<file path="src/rtl/mode_trap_ctrl.sv">
// mode_trap_ctrl: privilege mode register (M/U) plus a prioritised interrupt
// and exception trap requester. Raw interrupt lines are synchronised, edge
// sources are latched, the eligible source with the highest priority wins, and
// one registered trap request with a stable cause and handler address is held
// towards WB until it is acknowledged.
//
// state  | meaning
// IDLE   | no trap outstanding; exceptions or the gated interrupt winner load a request
// REQ    | trap_req held with frozen cause/pc; only an exception may replace an interrupt
module mode_trap_ctrl #(
    parameter int          NUM_SRC   = 16,
    parameter int          PRIO_W    = 3,
    parameter logic [31:0] EDGE_MASK = 32'h0,
    parameter int          HAS_U     = 1,
    parameter int          PC_SZ     = 32,
    parameter int          RSZ       = 32
) (
    input  logic                      clk_in,
    input  logic                      reset_n_in,
    input  logic [NUM_SRC-1:0]        src_irq,
    input  logic [NUM_SRC-1:0]        src_en,
    input  logic [NUM_SRC*PRIO_W-1:0] src_prio,
    input  logic [NUM_SRC-1:0]        src_clr,
    input  logic                      mstatus_mie,
    input  logic [1:0]                mstatus_mpp,
    input  logic                      mret,
    input  logic                      exception_flag,
    input  logic [RSZ-1:0]            exc_cause,
    input  logic [RSZ-1:0]            mtvec,
    output logic                      trap_req,
    input  logic                      trap_ack,
    output logic                      trap_is_irq,
    output logic [RSZ-1:0]            trap_cause,
    output logic [PC_SZ-1:0]          trap_pc,
    output logic [NUM_SRC-1:0]        pending,
    output logic [1:0]                mode,
    output logic [1:0]                nxt_mode
);

    localparam int                 IDX_W = (NUM_SRC > 1) ? $clog2(NUM_SRC) : 1;
    localparam logic [NUM_SRC-1:0] EDGE  = EDGE_MASK[NUM_SRC-1:0];

    typedef enum logic {ST_IDLE, ST_REQ} state_t;

    state_t             r_state;
    logic [NUM_SRC-1:0] r_sync1, r_sync2, r_sync_d, r_edge_pend;
    logic               r_req, r_is_irq;
    logic [RSZ-1:0]     r_cause;
    logic [PC_SZ-1:0]   r_pc;
    logic [IDX_W-1:0]   r_idx;
    logic [1:0]         r_mode;

    logic [NUM_SRC-1:0] w_rise, w_ack_clr, w_pending;
    logic               w_win_vld, w_irq_on;
    logic [IDX_W-1:0]   w_win_idx;
    logic [PRIO_W-1:0]  w_win_prio;
    logic [PC_SZ-1:0]   w_base, w_irq_pc;
    logic [RSZ-1:0]     w_irq_cause;
    logic [1:0]         w_nxt_mode;

    // Two-flop synchroniser per line plus a delay stage for rising-edge detection
    always_ff @(posedge clk_in or negedge reset_n_in) begin
        if (!reset_n_in) begin
            r_sync1  <= '0;
            r_sync2  <= '0;
            r_sync_d <= '0;
        end else begin
            r_sync1  <= src_irq;
            r_sync2  <= r_sync1;
            r_sync_d <= r_sync2;
        end
    end

    // Edge detect and the clear raised by acknowledging the granted edge source
    always_comb begin
        w_rise    = r_sync2 & ~r_sync_d & EDGE;
        w_ack_clr = '0;
        for (int i = 0; i < NUM_SRC; i++) begin
            w_ack_clr[i] = (r_state == ST_REQ) && trap_ack && r_is_irq && (r_idx == IDX_W'(i));
        end
    end

    // Latched edge pending bits; a new edge wins over a clear in the same cycle
    always_ff @(posedge clk_in or negedge reset_n_in) begin
        if (!reset_n_in) begin
            r_edge_pend <= '0;
        end else begin
            r_edge_pend <= ((r_edge_pend & ~(src_clr | w_ack_clr)) | w_rise) & EDGE;
        end
    end

    // Arbitration: highest priority among eligible sources, ties to the lowest index
    always_comb begin
        w_pending  = (r_sync2 & ~EDGE) | r_edge_pend;
        w_win_vld  = 1'b0;
        w_win_idx  = '0;
        w_win_prio = '0;
        for (int i = 0; i < NUM_SRC; i++) begin
            if (w_pending[i] && src_en[i] && (src_prio[i*PRIO_W +: PRIO_W] != '0) &&
                (!w_win_vld || (src_prio[i*PRIO_W +: PRIO_W] > w_win_prio))) begin
                w_win_vld  = 1'b1;
                w_win_idx  = IDX_W'(i);
                w_win_prio = src_prio[i*PRIO_W +: PRIO_W];
            end
        end
    end

    // Global gate, interrupt cause and handler address (vectored mode offsets by 4*index)
    always_comb begin
        w_irq_on    = (r_mode != 2'b11) || mstatus_mie;
        w_base      = {mtvec[PC_SZ-1:2], 2'b00};
        w_irq_pc    = (mtvec[1:0] == 2'b01) ? (w_base + (PC_SZ'(w_win_idx) << 2)) : w_base;
        w_irq_cause = RSZ'(w_win_idx) | {1'b1, {(RSZ-1){1'b0}}};
    end

    // Trap request FSM with registered request, type, cause and handler address
    always_ff @(posedge clk_in or negedge reset_n_in) begin
        if (!reset_n_in) begin
            r_state  <= ST_IDLE;
            r_req    <= 1'b0;
            r_is_irq <= 1'b0;
            r_cause  <= '0;
            r_pc     <= '0;
            r_idx    <= '0;
        end else begin
            case (r_state)
                ST_IDLE: begin
                    if (exception_flag) begin
                        r_state  <= ST_REQ;
                        r_req    <= 1'b1;
                        r_is_irq <= 1'b0;
                        r_cause  <= exc_cause;
                        r_pc     <= w_base;
                    end else if (w_win_vld && w_irq_on) begin
                        r_state  <= ST_REQ;
                        r_req    <= 1'b1;
                        r_is_irq <= 1'b1;
                        r_cause  <= w_irq_cause;
                        r_pc     <= w_irq_pc;
                        r_idx    <= w_win_idx;
                    end
                end
                ST_REQ: begin
                    if (trap_ack) begin
                        r_state <= ST_IDLE;
                        r_req   <= 1'b0;
                    end else if (exception_flag && r_is_irq) begin
                        // the pipeline cannot take the interrupt past a faulting instruction
                        r_is_irq <= 1'b0;
                        r_cause  <= exc_cause;
                        r_pc     <= w_base;
                    end
                end
                default: begin
                    r_state <= ST_IDLE;
                    r_req   <= 1'b0;
                end
            endcase
        end
    end

    // Next mode: trap entry wins over mret; without U mode the hart stays in M
    always_comb begin
        w_nxt_mode = r_mode;
        if (HAS_U == 0) begin
            w_nxt_mode = 2'b11;
        end else if (trap_ack) begin
            w_nxt_mode = 2'b11;
        end else if (mret) begin
            w_nxt_mode = (mstatus_mpp == 2'b11) ? 2'b11 : 2'b00;
        end
    end

    // Privilege mode register
    always_ff @(posedge clk_in or negedge reset_n_in) begin
        if (!reset_n_in) begin
            r_mode <= 2'b11;
        end else begin
            r_mode <= w_nxt_mode;
        end
    end

    assign trap_req    = r_req;
    assign trap_is_irq = r_is_irq;
    assign trap_cause  = r_cause;
    assign trap_pc     = r_pc;
    assign pending     = w_pending;
    assign mode        = r_mode;
    assign nxt_mode    = w_nxt_mode;

endmodule

</file>
<file path="config.mk">
export PLATFORM = sky130hd
export DESIGN_NAME = mode_trap_ctrl
export DESIGN_NICKNAME = d
export VERILOG_FILES = /design/src/rtl/mode_trap_ctrl.sv
export SDC_FILE = /design/constraint.sdc
export NUM_CORES = 1
export LEC_CHECK = 0
export ABC_AREA = 1
export CAP_MARGIN = 20
export CORE_UTILIZATION = 49
export CTS_BUF_LIST = sky130_fd_sc_hd__clkbuf_4 sky130_fd_sc_hd__clkbuf_8
export DETAILED_ROUTE_END_ITERATION = 12
export GPL_TIMING_DRIVEN = 0
export PLACE_DENSITY = 0.89
export SETUP_SLACK_MARGIN = 0.1
export SYNTH_ARGS = -nofsm -noshare
export SYNTH_HDL_FRONTEND = slang
export SYNTH_SLANG_ARGS = --single-unit
export TNS_END_PERCENT = 100
</file>
<file path="constraint.sdc">
create_clock -name clk_in -period 40.7 [get_ports clk_in]
set_input_delay 4.07 -clock clk_in [delete_from_list [all_inputs] [get_ports clk_in]]
set_output_delay 4.07 -clock clk_in [all_outputs]
set_load 0.03 [all_outputs]
</file>
Word level (Yosys, flattened, before mapping)
Cells that the tools add are included.
{ "word_totals": {"regBits": 101, "input_bits": 168, "out_inout_bits": 86, "elab_cells": 202} }
{ "classes": {"n_addsub": 1, "n_lt_le_gt_ge": 15, "eq_ne": 7, "n_mux": 72, "bitwise_logic": 1, "n_reduce_logical": 98} }
{ "op_table": {"columns": ["op", "count"], "rows": [
  ["$mux 32", 9],
  ["$pmux 32 s2", 2],
  ["$mux 3", 19],
  ["$logic_and 1x1->1", 49],
  ["$reduce_bool 3->1", 16],
  ["$gt 3x3->1", 15],
  ["$add 32x6->32", 1],
  ["$mux 4", 8],
  ["$mux 1", 26],
  ["$logic_or 1x1->1", 16],
  ["$logic_not 1->1", 15],
  ["$mux 2", 5],
  ["$ne 2x2->1 const B", 3],
  ["$pmux 1 s2", 3],
  ["$ne 3x3->1 const B", 1],
  ["$reduce_and 3->1", 1],
  ["$eq 2x1->1 const B", 1],
  ["$eq 2x2->1 const B", 1],
  ["$ne 2x1->1 const B", 1],
  ["$reduce_and 2->1", 1],
  ["$not 1->1", 1]
]} }

Depth between registers and ports, before layout
{ "depth": {"depth_word": 68, "depth_mapped": 166, "ltp_nobuf": 166} }

Least setup slack after synthesis
OpenSTA, ideal clock, no wires.
{ "synth_timing": {"path_type": "input to register", "from": "in src_en[0]", "to": "reg r_pc[30], in the netlist trap_pc[30]", "setup_time_ps": 83, "arrival_ps": 21585, "required_time_ps": 40617, "path_slack_ps": 19033, "stages": 160, "n_path_buf": 0, "path_cell_list": "nand2_1 > nor2_1 > inv_1 > ha_1 > a21oi_1 > nand2_1 > nand2_1 > nand2_1 > nand2_2 > nand2_1 > and2_1 > ha_1 > a21oi_1 > o21ai_1 > nand2_1 > nand2_1 > nand2_2 > inv_2 > (+124 left out) > o21ai_0 > inv_1 > nor2_1 > and2_1 > nor3b_1 > nand4_1 > nor2_1 > nand4_1 > nor2_1 > inv_1 > nor2_1 > inv_1 > nor2_1 > inv_1 > nor2_1 > nand2_1 > xor2_1 > o21ai_0"} }
{ "synth_between": {"elab_chain_len": 68, "elab_cells_between_ends": 116, "cone_classes": "1 x add/sub; 15 x order compare; 1 x eq/ne; 50 x mux; 49 x reduce/logical"} }
{ "synth_rtl": {"columns": ["item", "line", "rtl"], "rows": [
  ["start, declared", "21", "input logic [NUM_SRC-1:0] src_en,"],
  ["$logic_and 1x1->1 * (2 in a row)", "99", "if (w_pending[i] && src_en[i] && (src_prio[i*PRIO_W +: PRIO_W] != '0) &&"],
  ["$mux 3 or $mux 1 (tied branches)", "99", null],
  ["$gt 3x3->1 or $logic_not 1->1 (tied branches)", "100", "(!w_win_vld || (src_prio[i*PRIO_W +: PRIO_W] > w_win_prio))) begin"],
  ["$logic_or 1x1->1", "100", null],
  ["$logic_and 1x1->1", "99", null],
  ["$mux 3 or $mux 1 (tied branches)", "99", null],
  ["$gt 3x3->1 or $logic_not 1->1 (tied branches)", "100", null],
  ["$logic_or 1x1->1", "100", null],
  ["(+51 left out)", null, null],
  ["$logic_or 1x1->1", "100", null],
  ["$logic_and 1x1->1", "99", null],
  ["$mux 4", "99", null],
  ["$add 32x6->32", "112", "w_irq_pc = (mtvec[1:0] == 2'b01) ? (w_base + (PC_SZ'(w_win_idx) << 2)) : w_base;"],
  ["$mux 32", "112", null],
  ["$mux 32", "134", "end else if (w_win_vld && w_irq_on) begin"],
  ["$mux 32", "128", "if (exception_flag) begin"],
  ["$pmux 32 s2", "126", "case (r_state)"],
  ["end signal, assigned", "133", "r_pc <= w_base;"],
  ["end signal, assigned", "139", "r_pc <= w_irq_pc;"],
  ["end signal, assigned", "151", "r_pc <= w_base;"],
  ["end, declared", "49", "logic [PC_SZ-1:0] r_pc;"]
]} }
Mark *: on every way between the ends. The rest lies on a longest branch, timed or not. The select of a mux whose other input is x is not followed.
A chain may end at the register's enable or synchronous reset.

Final worst setup path
{ "layout_timing": {"from": "in src_prio[2]", "to": "reg r_pc[30], in the netlist trap_pc[30]"} }
{ "layout_between": {"elab_chain_len": 68, "elab_cells_between_ends": 116, "cone_classes": "1 x add/sub; 15 x order compare; 1 x eq/ne; 50 x mux; 49 x reduce/logical"} }
{ "layout_rtl": {"columns": ["item", "line", "rtl"], "rows": [
  ["start, declared", "22", "input logic [NUM_SRC*PRIO_W-1:0] src_prio,"],
  ["$reduce_bool 3->1", "99", null],
  ["$logic_and 1x1->1", "99", null],
  ["$mux 3 or $mux 1 (tied branches)", "99", null],
  ["$gt 3x3->1 or $logic_not 1->1 (tied branches)", "100", null],
  ["$logic_or 1x1->1", "100", null],
  ["$logic_and 1x1->1", "99", null],
  ["$mux 3 or $mux 1 (tied branches)", "99", null],
  ["$gt 3x3->1 or $logic_not 1->1 (tied branches)", "100", null],
  ["(+52 left out)", null, null],
  ["$logic_or 1x1->1", "100", null],
  ["$logic_and 1x1->1", "99", null],
  ["$mux 4", "99", null],
  ["$add 32x6->32", "112", null],
  ["$mux 32", "112", null],
  ["$mux 32", "134", null],
  ["$mux 32", "128", null],
  ["$pmux 32 s2", "126", null]
]} }
Several ways; a longest one is shown, not always the timed one. The select of a mux whose other input is x is not followed.

==> results.toml <==
[finish]
post-route-util_pct = 72.4
drive_gt1_share_pct = 8.53
fillers = 1021
diodes = 0
layout.cells.most_common_list = "clkdlybuf4s50_1 (234), nand2_1 (220), o21ai_0 (99)"
final_common_cell = "clkdlybuf4s50_1"
layout.cells.non_filler = 1250
ff_latch_area_um2 = 2480
fin_nets = 1283
syn_to_final_growth_pct = 44.1
multi_input_area_um2 = 3380
fin_area_um2 = 9140

[global_route]
grt_pass1_wl_um = 28900
grt_max_degree = 51
grt_use_total_pct = 27.7
grt_antenna_before_repair = 0
grt_overflow_total = 0
grt_pass1_vias = 6445

[logic_synthesis]
synth_area_um2 = 6340
synth_edf_count = 0
ys_ff_latch = 99
seq_area_frac_synth_pct = 39.1
synth-async-reset-ratio_pct = 100
syn_area_per_cell_um2 = 7.69
ys.warnings.count = 0
synth_flop_cell = "dfrtp_1"
ys_types = 49
netlist_instances = 825

[pwr]
peakVddDrop_mv = 0.0439
p_leak_nw = 4.37
cellPowerDensity_nw_per_um2 = 56.5

[timing]
fmax_mhz = 40.5
fin_ws_ps = 16020
min_period_over_period_pct = 60.7
slew_headroom_pct = 54.9
worst_pin_slew_ps = 677
min_period_ps = 24680
slew_violations = 0
fin_skew_ps = 17.1
grt_setup_unrepaired = "false"
setup_violations = 0
hold_viol = 0
finalSetupTns_ps = 0

[floorplanning]
dieArea_um2 = 13400
die_h_um = 116
initial_core_util_pct = 50.2
core-area_um2 = 12600
ios = 254
die_w_um = 116
rows = 41

[detailed_routing]
drc_errors = 0
vias = 6330
drt-initial-drc-count = 276
firstDrtPassIters = 5
wl_per_cell_um = 14.3
vias_per_cell = 5.06
ant_nets = 0
drt-total-wl_um = 17900

[setup_path]
setup.worst_path.start_class = "input port"
max_stage_delay_ps = 500
crit_arrival_ps = 24990
crit_fanout = 9
crit_path_end_kind = "flip-flop"
cp_slowest_cell = "clkdlybuf4s50_1"
crit_required_ps = 41010
crit_path_frequent_cell = "nand2_1"
crit_type = "in2reg"

[job]
drv_cap = 0

[clock_network]
cts_buffers = 9
cts_sinks = 99
clk_pin_slew_worst_paths_ps = 120
cts_hold_buf = 0
postCtsResizedCells = 0
post_cts_buffers = 0
cts_tree = "built"
cts_root_buffer = "clkbuf_8"
clock_path_buffers = 2
clkLatencyLatePin_ps = 390
htreeDepth = 3

[outcome]
status = "finished clean"

[hold_path]
hold_path_class = "reg2reg"

[placed_design]
pre_cts_slack_ps = 15750
post_dp_cell_area_um2 = 8940
post-place-cells = 1234
hpwl_um = 14600
gp_congestion = 0.947
port_buffers = 235
[cell usage after synthesis (2+ instances only)]
master	count	area [um2]
nand2_1	220	826
o21ai_0	99	495
dfrtp_1	97	2430
inv_1	95	357
nor2_1	62	233
ha_1	41	513
nand3_1	31	155
nand2_2	27	169
a21oi_1	15	75.1
xor2_1	12	105
clkbuf_1	11	41.3
nand2_4	9	101
nand3_2	9	90.1
o311ai_0	9	78.8
inv_2	8	30.0
nand4_1	7	43.8
nor3_1	7	35.0
o31ai_1	7	52.6
xnor2_1	6	52.6
a31oi_1	5	31.3
o21ai_1	4	20.0
o21ai_2	4	35.0
and2_1	3	18.8
buf_4	3	22.5
nor4_1	3	18.8
buf_1	2	7.51
buf_2	2	10.0
dfstp_2	2	52.6
nor2_2	2	12.5
o211ai_1	2	15.0
o21a_1	2	15.0
o311ai_2	2	32.5
[final cells by class]
| cell class | count | area share [%] |
|---|---|---|
| repair buffers | 236 | 26.0 |
| inverters | 104 | 4.29 |
| well taps | 172 | 2.36 |
| plain buffers | 19 | 1.01 |
| clock inverters | 7 | 0.835 |
| clock buffers | 9 | 1.36 |
| flip-flops and latches | 99 | 27.1 |
| multi-input cells | 604 | 37.0 |
[final timing paths]
kind / slack, ps / start / depth (start not counted) / endpoint
max: 16020 / src_prio[2] / 159 / trap_pc[30]$_DFFE_PN0P_
min in group asynchronous: 3690 / reset_n_in / 1 / trap_cause[5]$_DFFE_PN0P_
min reg2reg: 350 / r_sync1[6]$_DFF_PN0_ / 0 / r_sync2[6]$_DFF_PN0_
min: 350 / r_sync1[6]$_DFF_PN0_ / 0 / r_sync2[6]$_DFF_PN0_
max in group asynchronous: 36280 / reset_n_in / 2 / mode[1]$_DFF_PN1_
max reg2reg: 19810 / r_sync2[0]$_DFF_PN0_ / 158 / trap_pc[30]$_DFFE_PN0P_
[through the flow]
| step | hold slack, ps | power (mW) |
|---|---|---|
| 4_1_cts | 358 | 0.520 |
| 5_1_grt | 370 | 0.555 |
| 3_5_place_dp | 336 | 0.452 |
| 6_report | 355 | 0.517 |
| 2_1_floorplan | 331 | 0.333 |
| 3_3_place_gp | 332 | 0.443 |
[cell families (layout without fill, tap and decap cells)]
| logic type | after synthesis | count (layout) | synth area share (%) |
|---|---|---|---|
| buf+inv | 123 | 375 | 7.64 |
| mux | 1 | 1 | 0.158 |
| other cells | 1 | 2 | 0.0591 |
| xor+xnor | 18 | 18 | 2.49 |
| flops | 99 | 99 | 39.1 |
| fa+ha+maj | 42 | 42 | 8.41 |
| compound gates | 156 | 156 | 14.6 |
| simple gates | 385 | 385 | 27.5 |
[per-layer routing]
metal  track usage, %  vias to the layer above  wire length (um)
met3             8.63                       22              1480
met1             30.5                     2929              6940
met4             8.46                        0               320
met5                0                        -                 0
met2             50.8                      207              9190
li1                 -                     3172                 -
[flip-flops by register name, summed over array words and instances (netlist names)]
| register | count |
|---|---|
| r_state | 1 |
| r_sync2 | 16 |
| trap_pc | 30 |
| r_sync1 | 16 |
| mode | 2 |
| trap_req | 1 |
| trap_cause | 32 |
| trap_is_irq | 1 |
[critical path, delay by kind of cell]
kind | cells | cell delay [ps]
buffers and inverters | 22 | 1850
AND/OR/NAND/NOR | 80 | 7850
AO/OA/AOI/OAI | 39 | 5970
multiplexers | 1 | 230
adder cells (fa/ha/maj) | 16 | 4850
XOR/XNOR | 1 | 150
[power breakdown]
part | switching, mW | total, mW | leakage, nW | internal [mW]
sequential | 0.0188 | 0.150 | 1.19 | 0.131
combinational | 0.182 | 0.301 | 3.08 | 0.119
clock | 0.0413 | 0.0659 | 0.103 | 0.0246
total | 0.242 | 0.517 | 4.37 | 0.274
Note: power is estimated with default switching activity, not from simulation.
==> patch: new RTL, same flow settings <==
Change the parameter `NUM_SRC` from 16 to 32.
--- a/src/rtl/mode_trap_ctrl.sv
+++ b/src/rtl/mode_trap_ctrl.sv
@@ -10,3 +10,3 @@
 module mode_trap_ctrl #(
-    parameter int          NUM_SRC   = 16,
+    parameter int          NUM_SRC   = 32,
     parameter int          PRIO_W    = 3,
Ports: changed (5 resized); port bits go from 254 to 366. The function was not compared with the original's and may differ.
==> patch against the unedited design <==
Worst setup slack got worse by 15000 ps; final area increased by 63%; wire length increased by 91%; area after synthesis increased by 51%; sequential cell count increased by 32; die area increased by 50%; power up 100%; cell count increased by 58%; critical endpoint is now trap_pc[26]; largest cell class unchanged; highest routed layer unchanged.
==> patch: results (changes against the unedited design) <==
| Metric | Value |
|---|---|
| Routability cong. | 0.942 (-0.54%) |
| P_leak | 7.19 nW (+64%) |
| Initial drt markers | 606 (+120%) |
| P_int | 0.515 mW (+88%) |
| Worst-path clk slew | 100 ps (-20 ps) |
| DP Wirelength | 23.8 mm (+63%) |
| First-pass GRT wire length | 47.6 mm (+65%) |
| Vias | 10723 (+69%) |
| Hold Crit Start | r_sync1[31] |
| Slowest stage delay, CP | 480 ps (-20 ps) |
| Critical path arrival | 39800 ps (+14810 ps) |
| Relative slew margins | 0.497 (-0.0515) |
| Largest net degree at the start of global routing | 80 (+57%) |
| Port bufs | 331 (+41%) |
| Total Wirelength | 34.3 mm (+91%) |
| CTS HTree Levels | 4 (+1) |
| # fillers | 1212 (+19%) |
| Number of buffers created by CTS | 17 (+8) |
| Register area share after synthesis | 0.342 (-0.0487) |
| GR Util All Layers | 0.300 (+0.0230) |
| Worst setup path startpoint | src_en[0] |
| Synth top area cells | dfrtp_1 (34%), nand2_1 (12%), ha_1 (9.7%) |
| Commonest cells post-synth | nand2_1 (319), inv_1 (170), o21ai_0 (162), dfrtp_1 (129), nor2_1 (91) |
| Antenna violations before repair | 0 (unchanged) |
| Outcome | finished, final reports clean |
| Area after DPL | 0.0133 sq mm (+48%) |
| Critical-path maximum fanout | 7 (-2) |
[patch: cell types whose count changed in the layout (fill, tap and decap cells not counted), moves of 29 or more]
| cell | before | now |
|---|---|---|
| nand2_1 | 220 | 292 |
| clkdlybuf4s50_1 | 234 | 329 |
| inv_1 | 95 | 164 |
| dfrtp_1 | 97 | 129 |
| buf_4 | 4 | 69 |
| nand2_2 | 27 | 74 |
| nand2_4 | 9 | 38 |
| o21ai_1 | 4 | 41 |
| o21ai_2 | 4 | 56 |
[patch: what timing repair did]
action,in CTS,in global routing
gates resized for setup,36,221
pin swaps,6,151
setup buffers,6,60
setup endpoints to repair,32,35
[patch: cells by family after synthesis]
logic type	share of synthesized area
AND/OR/NAND/NOR	0.303
AO/OA/AOI/OAI	0.148
buffers and inverters	0.0817
flip-flops	0.342
adder cells (fa/ha/maj)	0.0987
XOR/XNOR	0.0247
other	0.000391
multiplexers	0.00104
[patch: path summary, 6_finish.rpt]
path	end	slack (ps)
setup / recovery	trap_pc[26]	1250
hold reg to reg	r_sync2[31]	350
hold / removal	r_sync2[31]	350
max in group asynchronous	trap_pc[11]	36350
setup reg to reg	trap_pc[26]	4960
min in group asynchronous	trap_cause[1]	3550
[patch: metrics by stage]
step	util	cells	TNS (ps)	setup slack, ps
after floorplan	-	1278	0	3500
after global placement	0.698	1869	-6710	-551
after detailed placement	0.699	1870	-52790	-2280
after CTS	0.725	1908	0	109
after global routing	0.784	1968	-28860	-1360
final	0.784	1969	0	1250
[patch: final cells by class]
cell class | instances | share of cell area
clock buffer | 18 | 0.0167
multi-input combinational | 947 | 0.419
clock inverter | 14 | 0.0104
buffer | 19 | 0.00690
tap | 260 | 0.0219
antenna | 1 | 0.000168
timing repair buffer | 398 | 0.258
inverter | 181 | 0.0460
sequential | 131 | 0.221
[patch: layer usage]
metal  routed length [um]  vias to the layer above  global-route usage
li1                     -                     5043                   -
met1                12700                     5067               0.333
met2                17600                      496               0.540
met3                 2320                      117              0.0685
met4                 1600                        0               0.145
met5                    0                        -                   0
[patch: critical path: cells and delay by family]
family                     cells  cell delay [ps]
AOI/OAI and AO/OA             79             9500
buffers and inverters         42             3630
adders and majority gates     32             9070
xor gates and xnor gates       1              150
and+or+nand+nor              153            13350
[patch: power by group through the flow]
stage               sequential (mW)  clock, mW  combinational, mW
finish                        0.185      0.119              0.733
global route                  0.189      0.126              0.794
CTS                           0.184      0.120              0.601
detailed placement            0.186          0              0.584
global placement              0.185          0              0.559
floorplan                     0.248          0              0.337
